File: src/rtl/dfd_tn_pkg.sv
// Shared types and default sizing for the DFD trace tail: flush FSM encoding
// and the FIFO / backpressure / flush-quiet defaults.
package dfd_tn_pkg;

  typedef enum logic [1:0] {
    IDLE  = 2'd0,
    FLUSH = 2'd1,
    DONE  = 2'd2
  } flush_state_e;

  localparam int DEF_FIFO_DEPTH  = 8;
  localparam int DEF_BP_SKID     = 4;
  localparam int DEF_FLUSH_QUIET = 16;

  // Destination indices used by the per-destination generate loop.
  localparam int DEST_NTRACE = 0;
  localparam int DEST_DST    = 1;
  localparam int NUM_DEST    = 2;

endpackage

File: src/rtl/dfd_trace_tail_fifo.sv
// Power-of-two synchronous FIFO with a combinational head. A push while full
// is refused even if a pop happens in the same cycle.
module dfd_trace_tail_fifo #(
  parameter int WIDTH = 8,
  parameter int DEPTH = 8
) (
  input  logic                     clk,
  input  logic                     reset,
  input  logic                     push,
  input  logic [WIDTH-1:0]         wdata,
  input  logic                     pop,
  output logic [WIDTH-1:0]         rdata,
  output logic                     full,
  output logic                     empty,
  output logic [$clog2(DEPTH):0]   count
);

  localparam int AW = $clog2(DEPTH);
  localparam int CW = AW + 1;

  logic [WIDTH-1:0] mem [DEPTH];
  logic [AW-1:0]    wr_ptr;
  logic [AW-1:0]    rd_ptr;
  logic [CW-1:0]    cnt;
  logic             push_ok;
  logic             pop_ok;

  assign full    = (cnt == CW'(DEPTH));
  assign empty   = (cnt == '0);
  assign push_ok = push & ~full;
  assign pop_ok  = pop & ~empty;
  assign count   = cnt;

  // Head is zeroed while empty so the sink never sees stale storage.
  assign rdata = empty ? '0 : mem[rd_ptr];

  always_ff @(posedge clk or posedge reset) begin
    if (reset) begin
      wr_ptr <= '0;
      rd_ptr <= '0;
      cnt    <= '0;
    end else begin
      if (push_ok) wr_ptr <= wr_ptr + AW'(1);
      if (pop_ok)  rd_ptr <= rd_ptr + AW'(1);
      case ({push_ok, pop_ok})
        2'b10:   cnt <= cnt + CW'(1);
        2'b01:   cnt <= cnt - CW'(1);
        default: cnt <= cnt;
      endcase
    end
  end

  always_ff @(posedge clk) begin
    if (push_ok) mem[wr_ptr] <= wdata;
  end

endmodule

File: src/rtl/dfd_trace_tail.sv
// Tail of the trace chain: steers each beat into the ntrace or dst FIFO, drives
// registered backpressure and runs an independent flush FSM per destination.
module dfd_trace_tail
  import dfd_tn_pkg::*;
#(
  parameter int NUM_CORES_IN_PATH   = 4,
  parameter int DATA_WIDTH_IN_BYTES = 16,
  parameter int DATA_WIDTH          = DATA_WIDTH_IN_BYTES * 8,
  parameter int FIFO_DEPTH          = DEF_FIFO_DEPTH,
  parameter int BP_SKID             = DEF_BP_SKID,
  parameter int FLUSH_QUIET         = DEF_FLUSH_QUIET
) (
  input  logic                                 clk,
  input  logic                                 reset,
  input  logic [NUM_CORES_IN_PATH-1:0]         upstrm_tr_vld,
  input  logic                                 upstrm_tr_src,
  input  logic [DATA_WIDTH-1:0]                upstrm_tr_data,
  output logic                                 upstrm_tr_ntrace_bp,
  output logic                                 upstrm_tr_dst_bp,
  output logic                                 upstrm_tr_ntrace_flush,
  output logic                                 upstrm_tr_dst_flush,
  output logic [NUM_CORES_IN_PATH-1:0]         upstrm_tr_enabled_srcs,
  input  logic [NUM_CORES_IN_PATH-1:0]         cfg_enabled_srcs,
  input  logic                                 cfg_ntrace_flush_req,
  input  logic                                 cfg_dst_flush_req,
  output logic                                 ntrace_out_vld,
  output logic [DATA_WIDTH-1:0]                ntrace_out_data,
  output logic [$clog2(NUM_CORES_IN_PATH)-1:0] ntrace_out_core,
  input  logic                                 ntrace_out_rdy,
  output logic                                 dst_out_vld,
  output logic [DATA_WIDTH-1:0]                dst_out_data,
  output logic [$clog2(NUM_CORES_IN_PATH)-1:0] dst_out_core,
  input  logic                                 dst_out_rdy,
  output logic                                 ntrace_flush_done,
  output logic                                 dst_flush_done,
  output logic [1:0]                           err_overflow,
  output logic                                 err_multi_vld
);

  localparam int NC      = NUM_CORES_IN_PATH;
  localparam int CORE_W  = $clog2(NUM_CORES_IN_PATH);
  localparam int ENTRY_W = CORE_W + DATA_WIDTH;
  localparam int CNT_W   = $clog2(FIFO_DEPTH) + 1;
  localparam int QW      = $clog2(FLUSH_QUIET + 1);

  logic              beat_vld;
  logic              beat_multi;
  logic [CORE_W-1:0] beat_core;
  logic [ENTRY_W-1:0] beat_entry;

  assign beat_vld   = |upstrm_tr_vld;
  assign beat_multi = |(upstrm_tr_vld & (upstrm_tr_vld - NC'(1)));
  assign beat_entry = {beat_core, upstrm_tr_data};

  // Scan downward so the lowest set bit is the one that sticks.
  always_comb begin
    beat_core = '0;
    for (int i = NC - 1; i >= 0; i--) begin
      if (upstrm_tr_vld[i]) beat_core = CORE_W'(i);
    end
  end

  always_ff @(posedge clk or posedge reset) begin
    if (reset) begin
      err_multi_vld          <= 1'b0;
      upstrm_tr_enabled_srcs <= '0;
    end else begin
      if (beat_multi) err_multi_vld <= 1'b1;
      upstrm_tr_enabled_srcs <= cfg_enabled_srcs;
    end
  end

  for (genvar d = 0; d < NUM_DEST; d++) begin : g_dest
    logic               arrive;
    logic               rdy;
    logic               req;
    logic               full;
    logic               empty;
    logic               push_ok;
    logic               pop_ok;
    logic               bp_q;
    logic               ovf_q;
    logic [CNT_W-1:0]   count;
    logic [CNT_W-1:0]   count_next;
    logic [ENTRY_W-1:0] head;
    flush_state_e       state_q;
    flush_state_e       state_d;
    logic [QW-1:0]      quiet_q;
    logic [QW-1:0]      quiet_d;

    assign arrive  = beat_vld & (upstrm_tr_src == 1'(d));
    assign rdy     = (d == DEST_NTRACE) ? ntrace_out_rdy : dst_out_rdy;
    assign req     = (d == DEST_NTRACE) ? cfg_ntrace_flush_req : cfg_dst_flush_req;
    assign push_ok = arrive & ~full;
    assign pop_ok  = rdy & ~empty;

    dfd_trace_tail_fifo #(
      .WIDTH (ENTRY_W),
      .DEPTH (FIFO_DEPTH)
    ) u_fifo (
      .clk   (clk),
      .reset (reset),
      .push  (arrive),
      .wdata (beat_entry),
      .pop   (rdy),
      .rdata (head),
      .full  (full),
      .empty (empty),
      .count (count)
    );

    // Backpressure is registered from the post-update occupancy, so it is
    // visible in the cycle right after the write that crosses the threshold.
    always_comb begin
      count_next = count;
      case ({push_ok, pop_ok})
        2'b10:   count_next = count + CNT_W'(1);
        2'b01:   count_next = count - CNT_W'(1);
        default: count_next = count;
      endcase
    end

    always_ff @(posedge clk or posedge reset) begin
      if (reset) begin
        bp_q  <= 1'b0;
        ovf_q <= 1'b0;
      end else begin
        bp_q <= (count_next >= CNT_W'(FIFO_DEPTH - BP_SKID));
        if (arrive && full) ovf_q <= 1'b1;
      end
    end

    always_ff @(posedge clk or posedge reset) begin
      if (reset) begin
        state_q <= IDLE;
        quiet_q <= '0;
      end else begin
        state_q <= state_d;
        quiet_q <= quiet_d;
      end
    end

    always_comb begin
      state_d = state_q;
      quiet_d = '0;
      case (state_q)
        IDLE: begin
          if (req) state_d = FLUSH;
        end
        FLUSH: begin
          if (arrive) begin
            quiet_d = '0;
          end else if (quiet_q != QW'(FLUSH_QUIET)) begin
            quiet_d = quiet_q + QW'(1);
          end else begin
            quiet_d = quiet_q;
          end
          if ((quiet_q == QW'(FLUSH_QUIET)) && empty) state_d = DONE;
        end
        DONE: begin
          state_d = IDLE;
        end
        default: begin
          state_d = IDLE;
        end
      endcase
    end
  end

  assign upstrm_tr_ntrace_bp    = g_dest[DEST_NTRACE].bp_q;
  assign upstrm_tr_dst_bp       = g_dest[DEST_DST].bp_q;
  assign upstrm_tr_ntrace_flush = (g_dest[DEST_NTRACE].state_q == FLUSH);
  assign upstrm_tr_dst_flush    = (g_dest[DEST_DST].state_q == FLUSH);
  assign ntrace_flush_done      = (g_dest[DEST_NTRACE].state_q == DONE);
  assign dst_flush_done         = (g_dest[DEST_DST].state_q == DONE);
  assign err_overflow           = {g_dest[DEST_DST].ovf_q, g_dest[DEST_NTRACE].ovf_q};

  assign ntrace_out_vld  = ~g_dest[DEST_NTRACE].empty;
  assign ntrace_out_data = g_dest[DEST_NTRACE].head[DATA_WIDTH-1:0];
  assign ntrace_out_core = g_dest[DEST_NTRACE].head[ENTRY_W-1:DATA_WIDTH];
  assign dst_out_vld     = ~g_dest[DEST_DST].empty;
  assign dst_out_data    = g_dest[DEST_DST].head[DATA_WIDTH-1:0];
  assign dst_out_core    = g_dest[DEST_DST].head[ENTRY_W-1:DATA_WIDTH];

endmodule
File: config.mk
export PLATFORM = sky130hd
export DESIGN_NAME = dfd_trace_tail
export DESIGN_NICKNAME = d
export VERILOG_FILES = /design/src/rtl/dfd_tn_pkg.sv /design/src/rtl/dfd_trace_tail_fifo.sv /design/src/rtl/dfd_trace_tail.sv
export SDC_FILE = /design/constraint.sdc
export NUM_CORES = 2
export LEC_CHECK = 0
export CAP_MARGIN = 0
export CORE_UTILIZATION = 30
export CTS_CLUSTER_DIAMETER = 40
export DETAILED_ROUTE_END_ITERATION = 6
export DONT_BUFFER_PORTS = 1
export PLACE_DENSITY = 0.5
export SYNTH_ARGS = -nofsm -noshare
export SYNTH_HDL_FRONTEND = slang
export SYNTH_SLANG_ARGS = --single-unit
export TNS_END_PERCENT = 10
File: constraint.sdc
create_clock -name clk -period 16.05 [get_ports clk]
set_input_delay 1.605 -clock clk [delete_from_list [all_inputs] [get_ports clk]]
set_output_delay 1.605 -clock clk [all_outputs]
set_load 0.1 [all_outputs]
# Yosys cells after proc, flatten, opt, wreduce, memory -nomap -nowiden
# Memory sizes are Yosys's and may differ from the RTL's.
# Cells that the tools add are included.
[totals] register_bits=43 latchBits=0 ram_bits=2080 mem_bits_ro=0 in_bits=143 output_inout_bits=275 wordCells=99 mem_count=2
[op_classes] n_addsub=11 mul=0 n_div=0 magnitude_cmp=2 eq_ne=20 n_shift=0 n_mux=24 bitwise=12 n_reduce_logical=12
[mem_list] name="g_dest[0].u_fifo.mem" words=8 width=130 rd=1 rd_ports_with_merged_regs=0 write_ports=1 line="dfd_trace_tail_fifo.sv:21" text="logic [WIDTH-1:0] mem [DEPTH];"
[mem_list] name="g_dest[1].u_fifo.mem" words=8 width=130 rd=1 rd_ports_with_merged_regs=0 write_ports=1 line="dfd_trace_tail_fifo.sv:21"
[op_table] cell="130-bit two-way mux" count=2
[op_table] cell="5-bit two-way mux" count=6
[op_table] cell="2-bit two-way mux" count=8
[op_table] cell="4-bit case mux with 2 select lines" count=2
[op_table] cell="3-bit by 1-bit adder with 3-bit output (second input constant)" count=4
[op_table] cell="4-bit by 1-bit subtractor with 4-bit output (second input constant)" count=3
[op_table] cell="5-bit by 1-bit adder with 5-bit output (second input constant)" count=2
[op_table] cell="5-bit equality test (second input constant)" count=2
[op_table] cell="5-bit != test (second input constant)" count=2
[op_table] cell="4-bit by 1-bit adder with 4-bit output (second input constant)" count=2
[op_table] cell="2-bit by 1-bit equality test with 1-bit output (second input constant)" count=4
[op_table] cell="2-bit equality test (second input constant)" count=4
[op_table] cell="4-bit equality test (second input constant)" count=2
[op_table] cell="4-bit by 3-bit greater-or-equal comparator with 1-bit output (second input constant)" count=2
[op_table] cell="4-bit logical NOT" count=2
[op_table] cell="2-bit case mux with 2 select lines" count=2
[op_table] cell="4-bit OR reduction" count=2
[op_table] cell="1-bit AND" count=6
[op_table] cell="3-bit by 1-bit != test with 1-bit output (second input constant)" count=2
[op_table] cell="1-bit inverter" count=5
[op_table] cell="4-bit AND" count=1
[op_table] cell="1-bit logical AND" count=4
[op_table] cell="2-bit logical NOT" count=2
[op_table] cell="1-bit two-way mux" count=4
[op_table] cell="other kinds (3)" count=6

# Logic depth before layout (Yosys ltp)
[depth] word_depth=6 mapped_depth=13 mapped_depth_nobuf=12

# Hierarchy
# From an unflattened synthesis, not the netlist that was laid out.
[unflattened] cells_unflattened=3290 area_unflattened_um2=79975.5
[by_module_without_submodules] mod="dfd_trace_tail_fifo at g_dest[1].u_fifo" instances=1 cells_per_inst=1581 area_per_inst_um2=39337.7 seq_area_each_um2=31480.2
[by_module_without_submodules] mod="dfd_trace_tail_fifo at g_dest[0].u_fifo" instances=1 cells_per_inst=1581 area_per_inst_um2=39317.7 seq_area_each_um2=31480.2
[by_module_without_submodules] mod="dfd_trace_tail" instances=1 cells_per_inst=128 area_per_inst_um2=1320.0 seq_area_each_um2=575.6

# Worst setup path before layout
# Ideal clock, no wire load.
[synth_timing] path_type="input port to flip-flop" start="input upstrm_tr_vld[1]" end="memory g_dest[0].u_fifo.mem[2][0] in the netlist's numbering (enable)" setup_time_ns=0.983 arrival_time_ns=15.422 required_time_ns=15.067 path_slack_ns=-0.355 stages=4 n_path_buf=0 cell_sequence="or4_1 -> and3_4 -> clkinv_1 -> nor4b_1"
[synth_between] elab_chain_cells=5
[synth_lines] item="from (decl)" line="dfd_trace_tail.sv:15" text="input logic [NUM_CORES_IN_PATH-1:0] upstrm_tr_vld,"
[synth_lines] item="4-bit OR reduction" line="dfd_trace_tail.sv:51" text="assign beat_vld = |upstrm_tr_vld;"
[synth_lines] item="1-bit AND" line="dfd_trace_tail.sv:91" text="assign arrive = beat_vld & (upstrm_tr_src == 1'(d));"
[synth_lines] item="1-bit AND" line="dfd_trace_tail_fifo.sv:30" text="assign push_ok = push & ~full;"
[synth_lines] item="1-bit two-way mux" line="dfd_trace_tail_fifo.sv:54" text="if (push_ok) mem[wr_ptr] <= wdata;"
[synth_lines] item="1-bit two-way mux (not written as such)" line="dfd_trace_tail_fifo.sv:54"
[synth_lines] item="to (decl)" line="dfd_trace_tail_fifo.sv:21"
# No other way between the ends.

# Worst setup path in the final report
[layout_timing] start="register g_dest[0].u_fifo.rd_ptr[1]" end="output ntrace_out_data[56]"
[layout_between] elab_chain_cells=2
[layout_lines] item="from (decl)" line="dfd_trace_tail_fifo.sv:23" text="logic [AW-1:0] rd_ptr;"
[layout_lines] item="from (signal assigned)" line="dfd_trace_tail_fifo.sv:44" text="if (pop_ok) rd_ptr <= rd_ptr + AW'(1);"
[layout_lines] item="memory read 8 x 130 bit"
[layout_lines] item="130-bit two-way mux" line="dfd_trace_tail_fifo.sv:35" text="assign rdata = empty ? '0 : mem[rd_ptr];"
[layout_lines] item="to (decl)" line="dfd_trace_tail.sv:27" text="output logic [DATA_WIDTH-1:0] ntrace_out_data,"
# No other way between the ends.

==> flow_metrics.env <==
export IMPL_dpl_hpwl_um=113000
export IMPL_startpoint_type="register"
export IMPL_clk_path_buf_depth=4
export IMPL_final_area_um2=98400
export IMPL_synth_nets=3685
export IMPL_critPathKind="reg -> out"
export IMPL_gr_total_overflow=0
export IMPL_async_flop_share_pct=2.03
export IMPL_die_x_um=521
export IMPL_crit_fanout=50
export IMPL_ys_flop_type="edfxtp_1"
export IMPL_cap_violations=0
export IMPL_cts_setup_buffers=0
export IMPL_seqCellArea_um2=63600
export IMPL_place_inst=7075
export IMPL_io_buffers=0
export IMPL_drt_vias_per_instance=4.76
export IMPL_cts_tree="built"
export IMPL_status="finished clean"
export IMPL_hold_path_depth=1
export IMPL_layout_nets=4018
export IMPL_synthTopCellsByArea="edfxtp_1 77%, mux4_2 14%, mux2i_1 3.3%"
export IMPL_clk_pin_slew_ps=50
export IMPL_wl_um=202000
export IMPL_required_ps=14440
export IMPL_synthCells=3530
export IMPL_hold_class="reg -> reg"
export IMPL_r2r_end="upstrm_tr_dst_bp"
export IMPL_routabilityCongestion=0.719
export IMPL_ant_nets=0
export IMPL_grt_pass1_wl_um=290000
export IMPL_drc=0
export IMPL_holdWs_ps=460
export IMPL_period_share_pct=42.5
export IMPL_hold_viol_final=0
export IMPL_relSlewSlack_pct=13.8
export IMPL_utilization_pct=36.7
export IMPL_placed_cell_area_um2=86700
export IMPL_worst_pin_slew_ps=1290
export IMPL_end_kind="output port"
export IMPL_setup_viol=0
export IMPL_max_freq_mhz=147
export IMPL_reg2reg_depth=12
export IMPL_grt_pass1_vias=39600
export IMPL_yosys_register_bits=2123
export IMPL_synth_top_cell_by_area="edfxtp_1"
export IMPL_cts_hold_buf=0
export IMPL_h_tree_depth=5
export IMPL_drive_gt1_share_pct=37.3
export IMPL_dr_pass1_iters=7
export IMPL_yosysWarnings=0
export IMPL_clockRootBuffer="clkbuf_16"
export IMPL_skew_ps=62.5
export IMPL_min_to="g_dest[1].state_q[0]"
export IMPL_syn_area_um2=80800
export IMPL_wl_per_cell_um=26.2
export IMPL_cts_repair_resized=0
export IMPL_n_fill_cell=24200
export IMPL_multi_input_area_um2=17200
export IMPL_finalMaxSlewViolations=0
export IMPL_syn_area_per_cell_um2=22.9
export IMPL_grt_usage_pct=14.7
export IMPL_rows=190
export IMPL_stdcell_count=7704
export IMPL_first_iter_violations=2737
export IMPL_crit_arrival_ps=5220
export IMPL_num_vias=36700
export IMPL_hp_start="g_dest[1].state_q[1]"
export IMPL_worstSkewPairLatency_ps=900
export IMPL_grt_max_degree=100
export IMPL_cts_buffers=338
export IMPL_cts_num_sinks=2123
export IMPL_synth_seq_area_share_pct=78.6
export IMPL_area_delta_synth_final_pct=21.8
export IMPL_synth_top_cell_area_share_pct=77.3
export IMPL_io_pins=418
export IMPL_r2r_setup_slack_ps=11520
export IMPL_die_area_um2=271000
export IMPL_antenna_found_initial=4
export IMPL_initial_core_util_pct=30.2
export IMPL_min_period_ps=6820
export IMPL_synth_edf_count=2080
export IMPL_core_um2=268000
export IMPL_die_y_um=521
export IMPL_ys_types=56
export IMPL_rsz0062_at_grt="no"
==> layer usage <==
metal	track usage, %	vias to the layer above	wire length [um]
met5	0	-	0
met4	4.18	0	4240
met3	3.90	253	12800
met2	24.7	893	100000
met1	18.7	20000	84700
li1	-	15500	-
==> layout make-up <==
| class | count | share of cell area, % |
|---|---|---|
| antenna | 2 | 0.00509 |
| clock buffer | 377 | 8.79 |
| clock inverter | 250 | 3.06 |
| inverter | 14 | 0.0534 |
| multi-input combinational | 1209 | 17.5 |
| sequential | 2123 | 64.6 |
| tap | 3552 | 4.52 |
| timing repair buffer | 177 | 1.44 |
==> synth_stat cells, types with 2 or more instances <==
master    number
xor2_1         6
nand2_1       22
xnor2_1       17
mux2_2         4
clkinv_1       2
a311oi_1       2
buf_1         43
dfrtp_1       43
nor2b_1        5
nor4_1         4
buf_2         34
nor3_1        16
mux4_2       520
nor3b_1        3
o21bai_1       2
a211o_1        2
mux2i_1      263
edfxtp_1    2080
a21oi_1        8
buf_4          2
and3_1         3
o21ai_0        2
inv_1         11
a211oi_1       2
ha_1          12
clkbuf_1     103
or3_1          2
nor2_1       280
nand3_1        5
nand2b_1       3
o311ai_0       3
nor4b_1        2
==> placed cells by master (no fill, tap or decap), types with 9 or more instances in the layout <==
master and n:
edfxtp_1 2080, mux4_2 520, clkbuf_16 340, mux2i_1 263
nor2_2 260, buf_4 170, clkinv_2 42, clkinv_1 41
bufinv_16 39, clkinvlp_4 38, dfrtp_1 37, clkbuf_1 37
inv_6 37, clkinv_4 25, nand2_1 22, xnor2_1 17
nor2_1 16, clkinv_16 13, ha_1 12, inv_1 10
nor3_1 9
==> critical path, cell delays in order (launching register included) <==
cell and delay, ps:
dfrtp_4 700, buf_4 690, buf_4 720, buf_4 680
mux4_2 330, mux2i_1 90, nor2_2 930
==> registers in the layout, indices dropped and copies added (netlist names), named ones only <==
register / cells
g_dest.state_q: 4
g_dest.u_fifo.count: 6
g_dest.ovf_q: 2
upstrm_tr_enabled_srcs: 4
g_dest.u_fifo.mem: 2080
g_dest.quiet_q: 10
upstrm_tr_ntrace_bp: 1
g_dest.u_fifo.wr_ptr: 6
upstrm_tr_dst_bp: 1
g_dest.u_fifo.rd_ptr: 6
err_multi_vld: 1
==> per-stage QoR <==
step                TNS, ps  setup WS [ps]
floorplan            -45810           -352
global placement          0           9940
detailed placement        0           9900
CTS                       0           8910
global route              0           8740
finish                    0           9230
==> cell families after synthesis <==
family	count (synthesis)	synth area share (%)
compound gates	33	0.313
mux	787	17.8
xor+xnor	23	0.249
flops	2123	78.6
fa+ha+maj	12	0.186
buf+inv	198	0.993
simple gates	354	1.81
==> how the worst max path moves through the flow <==
stage	start	end	slack [ps]	cells after the start
final	g_dest[0].u_fifo.rd_ptr[1]	ntrace_out_data[56]	9230	6
after detailed placement	g_dest[1].u_fifo.rd_ptr[0]	dst_out_data[36]	9900	6
after global routing	g_dest[1].u_fifo.rd_ptr[0]	dst_out_data[0]	8740	6
after CTS	g_dest[1].u_fifo.rd_ptr[0]	dst_out_data[36]	8910	6
after floorplan	upstrm_tr_vld[1]	g_dest[0].u_fifo.mem[4][0]	-350	4
after global placement	g_dest[1].u_fifo.rd_ptr[0]	dst_out_data[8]	9940	6
Power is left out: the tool's default activity adds up to more than one toggle a clock period on the data nets, which glitch-free logic cannot reach.
